**config.mk**
```make
export PLATFORM = sky130hd
export DESIGN_NAME = cnt_nested_flat
export DESIGN_NICKNAME = d
export VERILOG_FILES = /design/src/rtl/cnt_nested_pkg.sv /design/src/rtl/cnt_nested_if.sv /design/src/rtl/cnt_nested_level.sv /design/src/rtl/cnt_nested.sv /design/src/flat_wrapper.sv
export SDC_FILE = /design/constraint.sdc
export NUM_CORES = 1
export LEC_CHECK = 0
export ABC_CLOCK_PERIOD_IN_PS = 3850
export CORE_MARGIN = 10
export CORE_UTILIZATION = 50
export DETAILED_ROUTE_END_ITERATION = 10
export PLACE_DENSITY = 0.81
export SYNTH_ARGS = -nofsm -noshare
export SYNTH_HDL_FRONTEND = slang
export SYNTH_HIERARCHICAL = 1
export SYNTH_SLANG_ARGS = --single-unit
export TNS_END_PERCENT = 5
```
**constraint.sdc**
```tcl
create_clock -name i_clk -period 3.85 [get_ports i_clk]
set_clock_uncertainty 0.05 [all_clocks]
set_input_delay 0.385 -clock i_clk [delete_from_list [all_inputs] [get_ports i_clk]]
set_output_delay 0.385 -clock i_clk [all_outputs]
set_load 0.1 [all_outputs]
```
**src/rtl/cnt_nested_pkg.sv**
```systemverilog
// ---------------------------------------------------------------------------
// cnt_pkg
// Shared definitions for the nested loop counter:
//   cnt_state_e : sequencing states (idle / running)
//   MAX_LEV     : largest supported number of nesting levels
//   MAX_W       : widest value the sanitize helper handles
//   sanitize()  : maps a zero limit/step onto 1 so every level makes progress
// ---------------------------------------------------------------------------
package cnt_pkg;

   typedef enum logic {
      CNT_IDLE = 1'b0,
      CNT_RUN  = 1'b1
   } cnt_state_e;

   localparam int MAX_LEV = 8;
   localparam int MAX_W   = 32;

   // A zero limit would never let the level wrap; a zero step would never
   // let it move. Both are replaced by 1.
   function automatic logic [MAX_W-1:0] sanitize(input logic [MAX_W-1:0] value);
      return (value == '0) ? MAX_W'(1) : value;
   endfunction

endpackage

```
**src/rtl/cnt_nested_if.sv**
```systemverilog
// ---------------------------------------------------------------------------
// cnt_nested_if
// Configuration / control / status bundle of the nested loop counter.
//   i_lim, i_step : packed per-level limit and step, level k at [k*CNT_W +: CNT_W]
//   i_start       : start pulse
//   i_en          : advance request (one pulse = one innermost iteration)
//   i_clear       : synchronous abort and clear
//   o_busy        : running
//   o_done        : one-cycle pulse after the final advance
//   o_flags       : per-level wrap indication for the current advance
//   o_last        : current tuple is the final iteration
//   o_cnt         : packed counter values
// Modports: master drives the controls (feeder / bench), slave is the counter.
// ---------------------------------------------------------------------------
interface cnt_nested_if #(
   parameter int CNT_W = 8,
   parameter int N_LEV = 3
);

   logic [N_LEV*CNT_W-1:0] i_lim;
   logic [N_LEV*CNT_W-1:0] i_step;
   logic                   i_start;
   logic                   i_en;
   logic                   i_clear;
   logic                   o_busy;
   logic                   o_done;
   logic [N_LEV-1:0]       o_flags;
   logic                   o_last;
   logic [N_LEV*CNT_W-1:0] o_cnt;

   modport master (
      output i_lim, i_step, i_start, i_en, i_clear,
      input  o_busy, o_done, o_flags, o_last, o_cnt
   );

   modport slave (
      input  i_lim, i_step, i_start, i_en, i_clear,
      output o_busy, o_done, o_flags, o_last, o_cnt
   );

endinterface

```
**src/rtl/cnt_nested_level.sv**
```systemverilog
// ---------------------------------------------------------------------------
// cnt_nested_level
// One level of the nested counter: latched (sanitised) limit and step, the
// counter register, and the wrap / carry logic of the carry chain.
//   i_clk, i_rstn : clock, asynchronous active-low reset
//   load          : latch lim_in/step_in (accepted start)
//   zero          : force counter to 0 (start or clear)
//   carry_in      : this level advances this cycle
//   lim_in,step_in: configuration to latch
//   cnt           : registered counter value
//   wrap          : cnt + step would reach or pass the limit
//   carry_out     : carry_in && wrap, advances the next outer level
// ---------------------------------------------------------------------------
module cnt_nested_level
   import cnt_pkg::*;
#(
   parameter int CNT_W = 8
) (
   input  logic             i_clk,
   input  logic             i_rstn,
   input  logic             load,
   input  logic             zero,
   input  logic             carry_in,
   input  logic [CNT_W-1:0] lim_in,
   input  logic [CNT_W-1:0] step_in,
   output logic [CNT_W-1:0] cnt,
   output logic             wrap,
   output logic             carry_out
);

   logic [CNT_W-1:0] lim_q;
   logic [CNT_W-1:0] step_q;
   logic [CNT_W:0]   sum;

   // One extra bit so a large step near the top of the range cannot alias
   // back below the limit.
   assign sum       = {1'b0, cnt} + {1'b0, step_q};
   assign wrap      = (sum >= {1'b0, lim_q});
   assign carry_out = carry_in && wrap;

   always_ff @(posedge i_clk or negedge i_rstn) begin
      if (!i_rstn) begin
         lim_q  <= '0;
         step_q <= '0;
         cnt    <= '0;
      end else begin
         if (load) begin
            lim_q  <= CNT_W'(sanitize(MAX_W'(lim_in)));
            step_q <= CNT_W'(sanitize(MAX_W'(step_in)));
         end
         if (zero) begin
            cnt <= '0;
         end else if (carry_in) begin
            cnt <= wrap ? '0 : sum[CNT_W-1:0];
         end
      end
   end

endmodule

```
**src/rtl/cnt_nested.sv**
```systemverilog
// ---------------------------------------------------------------------------
// cnt_nested
// Parametrised N_LEV-level nested loop counter (level 0 innermost) with
// start/busy/done sequencing. One effective i_en advances the innermost
// level; outer levels advance only when every inner level wraps.
//   i_clk  : clock, rising edge
//   i_rstn : asynchronous active-low reset
//   bus    : cnt_nested_if.slave (configuration, controls, status, counts)
// ---------------------------------------------------------------------------
module cnt_nested
   import cnt_pkg::*;
#(
   parameter int CNT_W = 8,
   parameter int N_LEV = 3
) (
   input  logic         i_clk,
   input  logic         i_rstn,
   cnt_nested_if.slave  bus
);

   cnt_state_e             state;
   logic                   busy_q;
   logic                   done_q;
   logic                   run;
   logic                   adv;
   logic                   last;
   logic                   fin;
   logic                   start_acc;
   logic                   zero;
   logic [N_LEV:0]         carry;
   logic [N_LEV-1:0]       wrap;
   logic [N_LEV*CNT_W-1:0] cnt;

   assign run       = (state == CNT_RUN);
   assign adv       = run && bus.i_en && !bus.i_clear;
   assign last      = run && (&wrap);
   assign fin       = adv && last;
   assign start_acc = !run && bus.i_start && !bus.i_clear;
   // The final advance needs no explicit zeroing: every level wraps to 0.
   assign zero      = bus.i_clear || start_acc;
   assign carry[0]  = adv;

   for (genvar k = 0; k < N_LEV; k++) begin : g_lev
      cnt_nested_level #(
         .CNT_W (CNT_W)
      ) u_lev (
         .i_clk     (i_clk),
         .i_rstn    (i_rstn),
         .load      (start_acc),
         .zero      (zero),
         .carry_in  (carry[k]),
         .lim_in    (bus.i_lim[k*CNT_W +: CNT_W]),
         .step_in   (bus.i_step[k*CNT_W +: CNT_W]),
         .cnt       (cnt[k*CNT_W +: CNT_W]),
         .wrap      (wrap[k]),
         .carry_out (carry[k+1])
      );
   end

   // Sequencing: clear dominates, then start (idle) or final advance (run).
   always_ff @(posedge i_clk or negedge i_rstn) begin
      if (!i_rstn) begin
         state  <= CNT_IDLE;
         busy_q <= 1'b0;
         done_q <= 1'b0;
      end else begin
         done_q <= fin;
         if (bus.i_clear) begin
            state  <= CNT_IDLE;
            busy_q <= 1'b0;
         end else begin
            case (state)
               CNT_IDLE: begin
                  if (bus.i_start) begin
                     state  <= CNT_RUN;
                     busy_q <= 1'b1;
                  end
               end
               CNT_RUN: begin
                  if (fin) begin
                     state  <= CNT_IDLE;
                     busy_q <= 1'b0;
                  end
               end
               default: begin
                  state  <= CNT_IDLE;
                  busy_q <= 1'b0;
               end
            endcase
         end
      end
   end

   // carry[k+1] is exactly carry_k && wrap_k.
   assign bus.o_flags = carry[N_LEV:1];
   assign bus.o_last  = last;
   assign bus.o_cnt   = cnt;
   assign bus.o_busy  = busy_q;
   assign bus.o_done  = done_q;

endmodule

```
**src/flat_wrapper.sv**
```systemverilog
// flat-port wrapper written by rule: the top's interface ports become plain ports
module cnt_nested_flat import cnt_pkg::*;
#(
   parameter int CNT_W = 8,
   parameter int N_LEV = 3
)
  (i_clk, i_rstn, bus_i_lim, bus_i_step, bus_i_start, bus_i_en, bus_i_clear, bus_o_busy, bus_o_done, bus_o_flags, bus_o_last, bus_o_cnt);
  cnt_nested_if #(.CNT_W(CNT_W), .N_LEV(N_LEV)) bus_i ();
  input  logic i_clk;
  input  logic i_rstn;
  input wire logic [$bits(bus_i.i_lim)-1:0] bus_i_lim;
  input wire logic [$bits(bus_i.i_step)-1:0] bus_i_step;
  input wire logic [$bits(bus_i.i_start)-1:0] bus_i_start;
  input wire logic [$bits(bus_i.i_en)-1:0] bus_i_en;
  input wire logic [$bits(bus_i.i_clear)-1:0] bus_i_clear;
  output wire logic [$bits(bus_i.o_busy)-1:0] bus_o_busy;
  output wire logic [$bits(bus_i.o_done)-1:0] bus_o_done;
  output wire logic [$bits(bus_i.o_flags)-1:0] bus_o_flags;
  output wire logic [$bits(bus_i.o_last)-1:0] bus_o_last;
  output wire logic [$bits(bus_i.o_cnt)-1:0] bus_o_cnt;
  assign bus_i.i_lim = bus_i_lim;
  assign bus_i.i_step = bus_i_step;
  assign bus_i.i_start = bus_i_start;
  assign bus_i.i_en = bus_i_en;
  assign bus_i.i_clear = bus_i_clear;
  assign bus_o_busy = bus_i.o_busy;
  assign bus_o_done = bus_i.o_done;
  assign bus_o_flags = bus_i.o_flags;
  assign bus_o_last = bus_i.o_last;
  assign bus_o_cnt = bus_i.o_cnt;
  cnt_nested #(.CNT_W(CNT_W), .N_LEV(N_LEV)) u_core (.i_clk(i_clk), .i_rstn(i_rstn), .bus(bus_i));
endmodule
```
==> results_dict.tcl, run 1 <==
set metrics [dict create \
    nets 623 \
    wirelength_um 11560 \
    cts_root_buf "clkbuf_8" \
    max_freq_mhz 253.0 \
    synth_area_leaders "dfrtp_1 (42%), ha_1 (13%), mux2_2 (5.3%)" \
    tns_ns -0.2520 \
    fin_crit_sh_pct 102.6 \
    ys_ff_latch 75 \
    htreeDepth 3 \
    grt_max_degree 76 \
    min_path_type "in -> async" \
    die_h_um 114.3 \
    synth_top_cell_by_area "dfrtp_1" \
    placed_area_sq_um 5513 \
    syn_area_sq_um 4451 \
    vdd_ir_drop_max_mv 0.2666 \
    ys.warnings.count 6 \
    grt_usage_pct 18.12 \
    fp.dieArea_sq_um 13070 \
    cts_num_sinks 75 \
    design_area_sq_um 5849 \
    synth_enable_flop_cells 0 \
    worst_ep_required_time_ns 3.41 \
    drt-initial-drc-count 242 \
    fin_crit_ns 3.952 \
    path_depth 15 \
    synth_fp_nets 530 \
    p_leak_nw 2.603 \
    synth_top_area_share_pct 42.17 \
    dpl.hpwl_um 8636 \
    drive_gt1_share_pct 19.47 \
    whs_ns 0.1072 \
    start_util_pct 51.28 \
    synth_most_common_cell "dfrtp_1" \
    first_pass_iters 4 \
    pre_cts_ws_ns 0.1238 \
    setup_slack_ns -0.1020 \
    maxCapViolations 0 \
    cts_tree "yes" \
    rsz0062_at_grt "true" \
    cp_slowest_cell "dfrtp_4" \
    gp_congestion 0.8805 \
    finalHoldViolCount 0 \
    critPathKind "reg -> out" \
    synth.distinct_cells 51 \
    antenna_found_initial 0 \
    setup-violations-final 3 \
    drc 0 \
    outcome "finished, violations left" \
    num_antenna_cells 0 \
    yosysSeqAreaShare_pct 42.17 \
    max_stage_delay_ns 0.50 \
    cp-start-kind "flop" \
    cts_max_path_buffers 2 \
    drtAntennaViolNets 0 \
    fill_cells 679 \
    die_x_um 114.3 \
    path_clk_slew_ns 0.08 \
    overflow 0 \
    std_cell_rows 34 \
    coreArea_sq_um 8678 \
    syn_avg_cell_area_sq_um 10.45 \
    dp.cells 611 \
    path_cells "ha_4 > fa_2 > a211oi_2 > o21bai_2 > a21oi_2 > xnor2_2 > ha_1 > buf_4 > a21o_1 > a21oi_2 > nand3_2 > and2_4 > nor2b_4 > a21boi_4 > buf_12" \
    vias 3641 \
    cts_made_buffers 9 \
    first_global_vias 3873 \
    clk_latency_ns 0.36 \
    critPathMostFrequentCell "a21oi_2" \
    critPathArrivalTime_ns 3.52 \
    yosys-top-cells-count "dfrtp_1 (75), ha_1 (48), a21oi_1 (32)" \
    synth_ff_type "dfrtp_1" \
    final_core_util_pct 67.40 \
    drt-wirelength-per-cell_um 18.29 \
    async_reset_ff_share_pct 100.0 \
    crit_buf_inv 2 \
    r2r_cells 16 \
    io_buffers 82 \
    crit_family "compound AO/OA/AOI/OAI gates" \
    power.density_nw_per_um2 440.2 \
    total_power_mw 2.575 \
    ios 83 \
    grt_pass1_wl_um 19100 \
    crit_path_end_kind "primary output" \
    final_cells 632 \
    syn2layout_area_growth_pct 31.43 \
    relSlewSlack_pct 31.87 \
    crit_fanout 3 \
    synthCells 426 \
    violations "negative setup slack" \
    slew_viol_final 0 \
    avgViaCountPerCell 5.761 \
    tightest_slew_ns 1.019 \
]
-- metal layers --
layer	wire, um	track usage [%]	part of all wire (%)
met1	4612	20.28	40
met2	6039	31.51	52
met3	653	4.507	5.7
met4	252	8.605	2.2
met5	0	0	0
-- worst paths after layout --
path	endpoint	slack [ns]	startpoint
worst max-delay path	bus_o_flags[2]	-0.10	u_core/g_lev[0].u_lev/cnt[0]$_DFFE_PN0P_
worst min-delay path	u_core/g_lev[0].u_lev/lim_q[1]$_DFFE_PN0P_	0.11	i_rstn
worst max register to register	u_core/g_lev[2].u_lev/cnt[6]$_DFFE_PN0P_	0.13	u_core/g_lev[0].u_lev/cnt[0]$_DFFE_PN0P_
worst min register to register	u_core/g_lev[2].u_lev/step_q[7]$_DFFE_PN0P_	0.47	u_core/g_lev[2].u_lev/step_q[7]$_DFFE_PN0P_
max in group asynchronous	u_core/g_lev[0].u_lev/cnt[4]$_DFFE_PN0P_	2.89	i_rstn
min in group i_clk	u_core/g_lev[2].u_lev/step_q[7]$_DFFE_PN0P_	0.47	u_core/g_lev[2].u_lev/step_q[7]$_DFFE_PN0P_
-- layout make-up --
type	count	area [sq um]	area share, %
Sequential cell	75	1896	32.41
Tap cell	108	135.1	2.310
Clock inverter	4	73.82	1.262
Clock buffer	12	145.1	2.481
Timing Repair Buffer	93	940.9	16.09
Inverter	28	105.1	1.797
Multi-Input combinational cell	312	2554	43.66
-- logic make-up (layout without fill, tap and decap cells) --
logic type / count (synthesis) / in the layout / share of synthesized area [%]
mux: 21 / 21 / 5.314
flops: 75 / 75 / 42.17
xor+xnor: 16 / 16 / 3.149
compound gates: 117 / 117 / 18.33
simple gates: 107 / 107 / 12.57
fa+ha+maj: 51 / 51 / 14.84
buf+inv: 39 / 137 / 3.627
-- where the power goes --
part	total [mW]	internal, mW	switching [mW]	leakage (nW)
logic	0.937	0.412	0.525	1.56
registers	0.959	0.894	0.0659	0.929
clock network	0.678	0.384	0.295	0.111
total	2.57	1.69	0.886	2.60
-- worst reg2reg max path: stages (launching register included) --
cell and delay (ns):
dfrtp_4 0.50, ha_4 0.17, fa_2 0.39, a211oi_2 0.26, o21bai_2 0.12, a21oi_2 0.18, xnor2_2 0.10, ha_1 0.32
nand3_2 0.10, nor2_2 0.14, a21oi_2 0.08, nand3_2 0.09, and2_4 0.14, nor2b_4 0.13, buf_4 0.14, nor4b_4 0.48
a22o_2 0.27
-- registers in the layout, summed over array words and instances (netlist names) --
signal / cells
u_core/g_lev.u_lev/lim_q: 24
u_core/bus.o_done: 1
u_core/g_lev.u_lev/step_q: 24
u_core/bus.o_busy: 1
u_core/g_lev.u_lev/cnt: 24
u_core/run: 1
-- placed cells by master (no fill, tap or decap), types with 4 or more instances in the layout --
master           instances
nor3_1                   7
nand2_1                 30
nand3_1                  7
clkbuf_8                10
nor2b_1                  5
o21ai_0                 26
nor2_1                  20
nand2b_1                 4
a32o_1                  15
buf_4                   12
clkdlybuf4s50_1         77
inv_1                   28
xor2_1                   6
mux2_2                  21
xnor2_1                  8
dfrtp_1                 66
a21oi_1                 27
a22o_2                   8
ha_1                    44
a21oi_2                  6
a211oi_1                 4
buf_12                   4
nor4_1                   6
a21o_1                   7
dfrtp_2                  6
-- what timing repair did --
| item | 4_1_cts | 5_1_grt |
|---|---|---|
| setup buffers | 2 | 3 |
| gates resized for setup | 14 | 5 |
| hold buffers | 0 | 0 |
| pin swaps | 11 | 13 |
| endpoints found under the setup margin | 3 | 20 |
Note: power is estimated with default switching activity, not from simulation.
==> run 2: changes to the inputs <==
CAP_MARGIN = 20   (was not set)
==> results of run 2 <==
Final layout, timing and power as in run 1 (identical DEF).
==> run 3: changes to the inputs <==
CORE_MARGIN = 4   (was 10)
==> run 3 against run 2 <==
Register-to-register slack about the same; worst hold slack improved by 0.020 ns; count of clock-buffer cells in the layout increased by 1; final area about the same; the flow still finishes with violations (negative setup slack); maximum frequency increased by 2.0%; utilization decreased by 0.058 points; first-iteration DRC count decreased by 38%; highest routed layer unchanged.
==> results_dict.tcl, run 3 (synthesis results as in run 1) <==
set metrics [dict create \
    cp_slowest_cell "dfrtp_4" \
    max_stage_delay_ns 0.51 \
    placed_area_sq_um 5520 \
    maxCapViolations 0 \
    nets 629 \
    total_power_mw 2.455 \
    cp-start-kind "flop" \
    first_pass_iters 6 \
    power.density_nw_per_um2 420.0 \
    setup-violations-final 1 \
    cts_tree "yes" \
    slew_viol_final 0 \
    ios 83 \
    avgViaCountPerCell 5.752 \
    grt_max_degree 76 \
    io_buffers 82 \
    critPathMostFrequentCell "nand3_2" \
    htreeDepth 3 \
    coreArea_sq_um 8678 \
    finalHoldViolCount 0 \
    drtAntennaViolNets 0 \
    start_util_pct 51.28 \
    final_core_util_pct 67.34 \
    fin_crit_ns 3.875 \
    violations "negative setup slack" \
    fp.dieArea_sq_um 10470 \
    clk_latency_ns 0.34 \
    design_area_sq_um 5844 \
    layout_common_cells "clkdlybuf4s50_1 (77), dfrtp_1 (66), ha_1 (43), nand2_1 (30), inv_1 (28)" \
    crit_fanout 3 \
    tightest_slew_ns 1.011 \
    cts_made_buffers 9 \
    reg_top3 "u_core/g_lev.u_lev/cnt x24, u_core/g_lev.u_lev/lim_q x24, u_core/g_lev.u_lev/step_q x24" \
    drt-initial-drc-count 149 \
    dp.cells 612 \
    crit_buf_inv 1 \
    path_cells "ha_4 > fa_2 > a211oi_2 > o21bai_1 > a21oi_1 > xnor2_1 > ha_1 > nand3_2 > nor2_2 > a21oi_2 > nand3_2 > and2_4 > nor2b_4 > a21boi_4 > buf_12" \
    vias 3670 \
    crit_family "adder cells" \
    relSlewSlack_pct 32.39 \
    drive_gt1_share_pct 20.19 \
    final_cells 638 \
    critPathArrivalTime_ns 3.44 \
    drc 0 \
    crit_path_end_kind "primary output" \
    outcome "finished, violations left" \
    antenna_found_initial 0 \
    cts_root_buf "clkbuf_8" \
    std_cell_rows 34 \
    layout_commonest_cell "clkdlybuf4s50_1" \
    setup_slack_ns -0.02506 \
    pre_cts_ws_ns 0.1034 \
    drt-wirelength-per-cell_um 17.36 \
    cts_max_path_buffers 2 \
    wirelength_um 11070 \
    grt_pass1_wl_um 17310 \
    min_path_type "in -> async" \
    gp_congestion 0.8841 \
    cts_num_sinks 75 \
    die_x_um 102.3 \
    path_clk_slew_ns 0.08 \
    first_global_vias 3676 \
    syn2layout_area_growth_pct 31.32 \
    worst_ep_required_time_ns 3.41 \
    die_h_um 102.3 \
    rsz0062_at_grt "true" \
    dpl.hpwl_um 8028 \
    max_freq_mhz 258.1 \
    num_antenna_cells 0 \
    vdd_ir_drop_max_mv 0.2016 \
    overflow 0 \
    critPathKind "reg -> out" \
    grt_usage_pct 21.02 \
    p_leak_nw 2.599 \
    fin_crit_sh_pct 100.7 \
]
-- run 3: per-stage QoR --
| step | TNS (ns) | hold slack (ns) |
|---|---|---|
| 2_1_floorplan | -3.976 | 0.03941 |
| 3_3_place_gp | 0 | 0.4481 |
| 3_5_place_dp | 0 | 0.4512 |
| 4_1_cts | -0.0006279 | 0.1765 |
| 5_1_grt | -0.5416 | 0.2144 |
| 6_report | -0.02506 | 0.1276 |
-- run 3: worst register-to-register path: stages, from the launching register on --
cell and delay [ns]:
dfrtp_4 0.51, ha_4 0.17, fa_2 0.36, a211oi_2 0.19, o21bai_1 0.11, a21oi_1 0.19, xnor2_1 0.12, ha_1 0.34
nand3_2 0.12, nor2_2 0.13, a21oi_2 0.09, nand3_2 0.10, and2_4 0.14, nor2b_4 0.14, buf_4 0.14, nor4b_4 0.49
a32o_1 0.26
-- run 3: layer usage --
layer  vias to the layer above  share of wire, %  global-route usage [%]
met4                         0               1.3                   6.256
met1                      1795                42                   26.38
met2                        97                52                   36.53
li1                       1759                 -                       -
met3                        19               4.9                   4.369
met5                         -                 0                       0
-- run 3: where the power goes --
group | switching, mW | internal [mW] | total (mW)
clock network | 0.282 | 0.250 | 0.532
logic | 0.535 | 0.430 | 0.964
registers | 0.0651 | 0.894 | 0.959
-- run 3: final timing paths --
| kind | from | to | slack [ns] | depth (start not counted) |
|---|---|---|---|---|
| max in group asynchronous | i_rstn | u_core/g_lev[0].u_lev/cnt[4]$_DFFE_PN0P_ | 2.88 | 1 |
| setup / recovery | u_core/g_lev[0].u_lev/cnt[0]$_DFFE_PN0P_ | bus_o_flags[2] | -0.03 | 15 |
| hold / removal | i_rstn | u_core/g_lev[0].u_lev/lim_q[1]$_DFFE_PN0P_ | 0.13 | 1 |
| hold reg to reg | u_core/g_lev[2].u_lev/step_q[4]$_DFFE_PN0P_ | u_core/g_lev[2].u_lev/step_q[4]$_DFFE_PN0P_ | 0.46 | 1 |
| setup reg to reg | u_core/g_lev[0].u_lev/cnt[0]$_DFFE_PN0P_ | u_core/g_lev[2].u_lev/cnt[2]$_DFFE_PN0P_ | 0.14 | 16 |
| min in group i_clk | u_core/g_lev[2].u_lev/step_q[4]$_DFFE_PN0P_ | u_core/g_lev[2].u_lev/step_q[4]$_DFFE_PN0P_ | 0.46 | 1 |
-- run 3: layout make-up --
type	instances	area (sq um)
Inverter	28	105.1
Multi-Input combinational cell	312	2559
Tap cell	108	135.1
Timing Repair Buffer	99	985.9
Fill cell	682	2834
Sequential cell	75	1896
Clock buffer	13	148.9
Clock inverter	3	15.01
-- run 3: timing repair --
action	4_1_cts	5_1_grt
endpoints found under the setup margin	2	12
pin swaps	6	10
setup buffers	5	5
gates resized for setup	9	11
hold buffers	0	0
